`config.mk`:
```
export PLATFORM = sky130hd
export DESIGN_NAME = led_run_multi_module
export DESIGN_NICKNAME = d
export VERILOG_FILES = /design/src/rtl/led_run_multi_module.sv
export SDC_FILE = /design/constraint.sdc
export NUM_CORES = 1
export LEC_CHECK = 0
export CORE_MARGIN = 3
export CORE_UTILIZATION = 34
export CTS_BUF_LIST = sky130_fd_sc_hd__clkbuf_4 sky130_fd_sc_hd__clkbuf_8
export CTS_CLUSTER_SIZE = 8
export DETAILED_ROUTE_END_ITERATION = 10
export PLACE_DENSITY = 0.56
export SYNTH_ARGS = -nofsm -noshare
export SYNTH_HDL_FRONTEND = slang
export SYNTH_SLANG_ARGS = --single-unit
```
`constraint.sdc`:
```
create_clock -name CLK -period 8.9 [get_ports CLK]
set_clock_uncertainty 0.05 [all_clocks]
set_input_delay 1.335 -clock CLK [delete_from_list [all_inputs] [get_ports CLK]]
set_output_delay 1.335 -clock CLK [all_outputs]
set_load 0.1 [all_outputs]
```
`src/rtl/led_run_multi_module.sv`:
```
// Running-LED driver: LED_W-wide bank stepped by a speed-selectable tick divider,
// with rotate-right, rotate-left, bounce and fill-bar animations.
module led_run_multi_module #(
  parameter int               LED_W    = 8,
  parameter int               CNT_W    = 26,
  parameter logic [CNT_W-1:0] TICK_DIV = 26'd50000000
) (
  input  logic             CLK,
  input  logic             RST,
  input  logic             En,
  input  logic [1:0]       Mode,
  input  logic [1:0]       Speed,
  output logic [LED_W-1:0] LED_Out,
  output logic             Step_Pulse
);

  typedef enum logic {
    DIR_LEFT  = 1'b0,
    DIR_RIGHT = 1'b1
  } dir_e;

  localparam logic [LED_W-1:0] LED_ZERO = {LED_W{1'b0}};
  localparam logic [LED_W-1:0] LED_ONE  = {{(LED_W-1){1'b0}}, 1'b1};
  localparam logic [LED_W-1:0] LED_ALL  = {LED_W{1'b1}};
  localparam logic [CNT_W-1:0] CNT_ZERO = {CNT_W{1'b0}};
  localparam logic [CNT_W-1:0] CNT_ONE  = {{(CNT_W-1){1'b0}}, 1'b1};

  function automatic logic is_onehot(input logic [LED_W-1:0] v);
    return (v != LED_ZERO) && ((v & (v - LED_ONE)) == LED_ZERO);
  endfunction

  logic [CNT_W-1:0] cnt_r, cnt_nxt_s;
  logic [LED_W-1:0] led_r, led_nxt_s;
  logic             step_r, step_nxt_s;
  dir_e             dir_r, dir_nxt_s;
  logic [1:0]       mode_r;

  logic [CNT_W-1:0] period_s;
  logic             tick_s;
  logic             reload_s;
  logic [LED_W-1:0] shl_s;
  logic [LED_W-1:0] shr_s;

  assign period_s = TICK_DIV >> Speed;
  assign tick_s   = En && (cnt_r >= (period_s - CNT_ONE));
  assign reload_s = (Mode != mode_r);
  assign shl_s    = {led_r[LED_W-2:0], 1'b0};
  assign shr_s    = {1'b0, led_r[LED_W-1:1]};

  // Next-state: reload beats tick beats count/hold; only a tick strobes Step_Pulse
  always_comb begin
    cnt_nxt_s  = cnt_r;
    led_nxt_s  = led_r;
    dir_nxt_s  = dir_r;
    step_nxt_s = 1'b0;
    if (reload_s) begin
      cnt_nxt_s = CNT_ZERO;
      dir_nxt_s = DIR_LEFT;
      led_nxt_s = (Mode == 2'b11) ? LED_ZERO : LED_ONE;
    end else if (tick_s) begin
      cnt_nxt_s  = CNT_ZERO;
      step_nxt_s = 1'b1;
      case (mode_r)
        2'b00: begin
          if (!is_onehot(led_r)) begin
            led_nxt_s = LED_ONE;
          end else begin
            led_nxt_s = {led_r[0], led_r[LED_W-1:1]};
          end
        end
        2'b01: begin
          if (!is_onehot(led_r)) begin
            led_nxt_s = LED_ONE;
          end else begin
            led_nxt_s = {led_r[LED_W-2:0], led_r[LED_W-1]};
          end
        end
        2'b10: begin
          // Direction flips as an endpoint is reached, so each end shows for one step
          if (!is_onehot(led_r)) begin
            led_nxt_s = LED_ONE;
            dir_nxt_s = DIR_LEFT;
          end else if (dir_r == DIR_LEFT) begin
            led_nxt_s = shl_s;
            dir_nxt_s = shl_s[LED_W-1] ? DIR_RIGHT : DIR_LEFT;
          end else begin
            led_nxt_s = shr_s;
            dir_nxt_s = shr_s[0] ? DIR_LEFT : DIR_RIGHT;
          end
        end
        2'b11: begin
          if (led_r == LED_ALL) begin
            led_nxt_s = LED_ZERO;
          end else begin
            led_nxt_s = {led_r[LED_W-2:0], 1'b1};
          end
        end
        default: begin
          led_nxt_s = led_r;
        end
      endcase
    end else if (En) begin
      cnt_nxt_s = cnt_r + CNT_ONE;
    end else begin
      cnt_nxt_s = cnt_r;
    end
  end

  // State register with synchronous reset taking priority over all inputs
  always_ff @(posedge CLK) begin
    if (RST) begin
      cnt_r  <= CNT_ZERO;
      led_r  <= LED_ONE;
      step_r <= 1'b0;
      dir_r  <= DIR_LEFT;
      mode_r <= 2'b00;
    end else begin
      cnt_r  <= cnt_nxt_s;
      led_r  <= led_nxt_s;
      step_r <= step_nxt_s;
      dir_r  <= dir_nxt_s;
      mode_r <= Mode;
    end
  end

  assign LED_Out    = led_r;
  assign Step_Pulse = step_r;

endmodule

```
Word level (Yosys, flattened, before mapping):

Index checks and enable logic that the tools add are counted.

* flip-flop bits (word level): 38
* output and inout bits: 9

* add/subtract/negate cells: 3
* magnitude comparators: 1
* eq/ne operators: 6
* shift-type cells: 1
* multiplexer cells: 14
* bitwise gates (word level): 1
* reductions and logical operators: 9

Operator list (number)
* 8-bit two-way mux: 7
* 8-bit case mux with 4 select lines: 1
* 26-bit by 1-bit adder with 26-bit output, second input constant: 1
* 26-bit greater-or-equal comparator: 1
* 26-bit by 2-bit >> shifter with 26-bit output, first input constant: 1
* 26-bit by 1-bit subtractor with 26-bit output, second input constant: 1
* 8-bit bitwise AND: 1
* 8-bit equality test, second input constant: 1
* 8-bit logical NOT: 1
* 8-bit nonzero test: 1
* 8-bit by 1-bit subtractor with 8-bit output, second input constant: 1
* 2-bit equality test, second input constant: 3
* 1-bit two-way mux: 6
* 3-bit OR reduction: 1
* 2-bit by 1-bit equality test with 1-bit output, second input constant: 1
* 1-bit logical AND: 2
* 2-bit logical NOT: 1
* 2-bit != test: 1
* 2-bit AND reduction: 1
* 2-bit nonzero test: 1
* 2-bit OR reduction: 1

Depth between registers and ports, before layout:

* word-level depth: 8
* mapped depth: 12
* mapped depth without buffers: 11

Worst setup path before layout:

No wires, ideal clock.

* kind: input to register
* from: input port Speed[1]
* to: register led_r[7] (netlist: LED_Out[7])
* setup time: 0.119 ns
* arrival: 3.591 ns
* path slack: 5.141 ns
* stages: 12
* path buffers: 1
* cells stage by stage: nor2b_1 -> inv_1 -> ha_1 -> ha_1 -> nand3_1 -> nor3_1 -> a2111oi_0 -> a2111oi_0 -> o21ai_1 -> clkbuf_1 -> mux2i_1 -> nor2_1

* longest elaborated chain between the ends: 5

Ends and longest elaborated chain
* from (decl): RTL line 12 `input logic [1:0] Speed,`
* 26-bit by 2-bit >> shifter with 26-bit output: RTL line 44 `assign period_s = TICK_DIV >> Speed;`
* 26-bit by 1-bit subtractor with 26-bit output: RTL line 45 `assign tick_s = En && (cnt_r >= (period_s - CNT_ONE));`
* 26-bit greater-or-equal comparator: RTL line 45
* 1-bit logical AND: RTL line 45
* 2-bit nonzero test (no source line)
* to (signal assigned): RTL line 119 `led_r <= led_nxt_s;`
* to (decl): RTL line 33 `logic [LED_W-1:0] led_r, led_nxt_s;`

No other way between the ends.
A chain may end at the register's enable or synchronous reset.

Final worst setup path:

* from: input port Speed[0]
* to: register cnt_r[4]

* longest elaborated chain between the ends: 5

Ends and longest elaborated chain
* 26-bit by 2-bit >> shifter with 26-bit output: RTL line 44
* 26-bit by 1-bit subtractor with 26-bit output: RTL line 45
* 26-bit greater-or-equal comparator: RTL line 45
* 1-bit logical AND: RTL line 45
* 3-bit OR reduction (no source line)
* to (signal assigned): RTL line 118 `cnt_r <= cnt_nxt_s;`
* to (decl): RTL line 32 `logic [CNT_W-1:0] cnt_r, cnt_nxt_s;`

No other way between the ends.

==> reports/results.txt <==
The worst register-to-register path has a setup slack of 6090 ps. Counting flops with an async set or reset pin after synthesis yields a share of 0%. In this run the worst path has a maximum fanout of 25. The cell family with the largest share of critical-path delay was simple AND/OR/NAND/NOR gates.

The insertion delay of the later-clocked pin in the worst-skew pair was 290 ps. The die height is 92.54 um, and the area enclosed by the die boundary is 0.008563 sq mm. After synthesis the cells add up to 0.002546 sq mm. The run gives 0 as the final setup violation count. The logs give 4650 ps for the arrival time reported for the critical path endpoint and 5 for the number of buffers created by CTS. Kind of path behind the tightest hold check: reg -> reg.

The path with the worst hold slack has its endpoint at cnt_r[25]. The tools report the count of pins over their slew limit as 0. The critical path's slowest cell is clkdlybuf4s50_1.

The placeable core region is 0.007019 sq mm. Measured along the x axis, the die boundary spans 92.54 um. A synthesized cell averages 8.109 sq um. The worst voltage drop across the vdd grid was 0.07539 mV. The initial utilization of the core area, before any placement, comes to 36.27%.

The final layout contains routed wiring with a total length of 5.522 mm. The finished cells cover 0.002851 sq mm. Max-cap violations in this run came to 0. CTS placed an instance of clkbuf_8 at the clock tree root.

In this run the critical register-to-register path is launched from cnt_r[9]. The number of vias per cell after detailed routing is 5.184, and the power per unit of standard cell area is 119.8 mW/mm^2. The hold path startpoint was cnt_r[25].

Remaining number of nets flagged by the antenna check after routing: 0. The first detailed-routing pass took 4 iterations. At the pin with the least slew margin, the transition time is 971.6 ps. The logs give 0 for the initial antenna violation count and 0 for the number of setup buffers added after CTS.

Compared with the post-synthesis result, the final layout area differs by 11.99%. The tools report the final core utilization as 40.62%. Data on the critical path is required at its endpoint by 9060 ps. The number of global-route vias before repair was 2,084; the antenna diode count was 0.

The number of instances in the synthesized netlist was 314. The critical path capture point type is a flop. Counting instances, the worst hold path has a depth of 2. Counting instances in the post-synthesis netlist gives the leading cell types as nor2_1, dfxtp_1, nand2_1. The worst setup path is launched from an input pin. The combined buffer and inverter count along the critical path is 3, and the final routed DRC violation total is 0. The depth of the worst register-to-register path works out to 8.

In this run the worst setup path begins at Speed[0]. After floorplanning, the core was divided into 30 placement rows. The cell area after placement was 0.002756 sq mm.

Summed over its instances, the top area cell type makes up 29.88% of the synthesized netlist area. The cell accounting for the most synthesized area is dfxtp_1. For this run, the number of Yosys warnings is 0. The final critical-path share of the clock period works out to 50.44%.

The tools report the terminus of the critical flop-to-flop path as cnt_r[4]. The remaining global-route overflow came out at 0. The number of enable flip-flop cells after synthesis was 0. After routing, the total negative slack on setup checks comes to 0 ps. The largest single stage delay on the critical path is 540 ps. In this run, post-CTS repair resized a total of 0 instances. The violation count after the first detailed-route iteration was 119; the pin count of the biggest net entering global routing was 26. TritonCTS built the clock tree.

Sorting the synthesized cells by area gives the leading types as dfxtp_1, ha_1, nor2_1. The static power due to leakage came out at 1.108 nW. The register bit count reported by yosys was 38. The number of input and output port buffers inserted came out at 15.

The number of I/O pins was 16. The run gives 52 as the number of distinct library cells after synthesis. Hold violation total from the final report: 0. The flow ran to the end, and the final reports show no timing, DRC or antenna violations.

The sink count of the clock tree was 38; the global-route total usage across every layer was 13.88%. In the synthesized netlist the dominant register cell turns out to be dfxtp_1. The wire-length estimate of the detail-placed layout is 4.126 mm. The net count of the finished layout is 351. Time the worst path needs with I/O delays and setup: 4489 ps.

Clock-pin slew was measured on the worst setup and hold paths at 70 ps. Power comes to 341.6 uW. For this run, the top clock speed supported by timing is 0.2227 GHz. The weighted congestion reported at the end of routability-driven placement is 0.8396. Headroom to the max-slew limit came out at 35.02%.

Across all hold checks on the routed design, the worst slack comes to 486.3 ps. The H-tree was split into 2 levels. Traced cell by cell, the critical path runs through clkdlybuf4s50_1, nor2b_1, inv_1, ha_1, ha_1, a21oi_1, nor2_1, a2111oi_0, a2111oi_0, o21ai_1, buf_4, nand2_1, nor2_1. Sequential elements use 29.88% of the synthesized area. The first global-routing pass estimated 9.742 mm of wire. Setup repair after global routing left no endpoint under its margin. Buffers inserted to repair hold after CTS numbered 0.

Proportion of layout cells with a drive suffix above 1: 6.192%. Across all layers, the routed design uses 2,172 vias. The run gives 2 as the clock tree buffer depth.

The most common cell in the netlist was nor2_1. The setup path with the least slack is of type in -> reg. In the final routed layout, each cell accounts on average for 13.18 um.
[power by group]
| group | switching, mW | internal (mW) |
|---|---|---|
| registers | 0.00379 | 0.171 |
| logic | 0.0252 | 0.0162 |
| clock network | 0.0596 | 0.0656 |
| total | 0.0886 | 0.253 |
[layout make-up]
cell class,count,area (sq um)
Fill cell,757,4168
Timing Repair Buffer,16,157.7
Tap cell,96,120.1
Sequential cell,38,760.7
Inverter,13,48.80
Clock buffer,7,90.09
Multi-Input combinational cell,248,1669
Clock inverter,1,5.005
[cell families (layout without fill, tap and decap cells)]
logic type / after synthesis / after routing / synth area share [%]
AOI/OAI and AO/OA: 53 / 53 / 15.68
xor gates and xnor gates: 28 / 28 / 9.631
adders and majority gates: 23 / 23 / 11.20
buffers and inverters: 29 / 37 / 4.717
DFF: 38 / 38 / 29.88
muxes: 8 / 8 / 3.194
other: 2 / 3 / 0.2950
and+or+nand+nor: 133 / 133 / 25.40
[worst max-delay path by stage]
| stage | end | slack [ps] | cells past startpoint |
|---|---|---|---|
| finish | cnt_r[4] | 4410 | 13 |
| CTS | cnt_r[4] | 4360 | 13 |
| floorplan | LED_Out[7] | 5140 | 12 |
| global route | cnt_r[1] | 3960 | 13 |
| global placement | cnt_r[5] | 4180 | 13 |
| detailed placement | cnt_r[4] | 4070 | 13 |
[cell usage in the layout (no fill, tap or decap), drive strengths merged, types with 2 or more instances in the layout]
cell type       n
a2111oi         3
a211oi          4
a21oi           8
a22oi           3
a31o            2
a31oi           2
and2            2
and3           11
clkbuf          7
clkdlybuf4s50  15
conb            3
dfxtp          38
ha             22
inv            13
mux2i           7
nand2          26
nand2b          5
nand3          19
nand4           9
nor2           44
nor2b           4
nor3            5
nor4            2
o21a            2
o21ai          12
o22ai           3
o31ai           2
o41ai           2
or3             3
xnor2          10
xor2           18
[worst reg2reg max path: stages (launching register included)]
cell       delay [ps]
dfxtp_1           420
ha_1              280
a211o_1           250
a2111oi_0         410
a2111oi_0         120
o21ai_1           180
buf_4             240
nand2_1           530
nor2_1            270
[per-stage QoR]
| stage | cells | setup WS (ps) |
|---|---|---|
| finish | 419 | 4411 |
| global route | 419 | 3955 |
| CTS | 419 | 4364 |
| detailed placement | 411 | 4071 |
| global placement | 411 | 4184 |
| floorplan | 315 | 5141 |
[routing by layer]
layer,part of all wire (%),track usage [%]
met3,2.7,2.843
met2,44,21.69
met5,0,0
met1,52,19.28
met4,0.94,3.837
[sequential cells by signal, summed over array words and instances, names as in the netlist]
signal      count
cnt_r          26
LED_Out         8
mode_r          2
Step_Pulse      1
dir_r           1
Power figures use the tool's default switching activity.
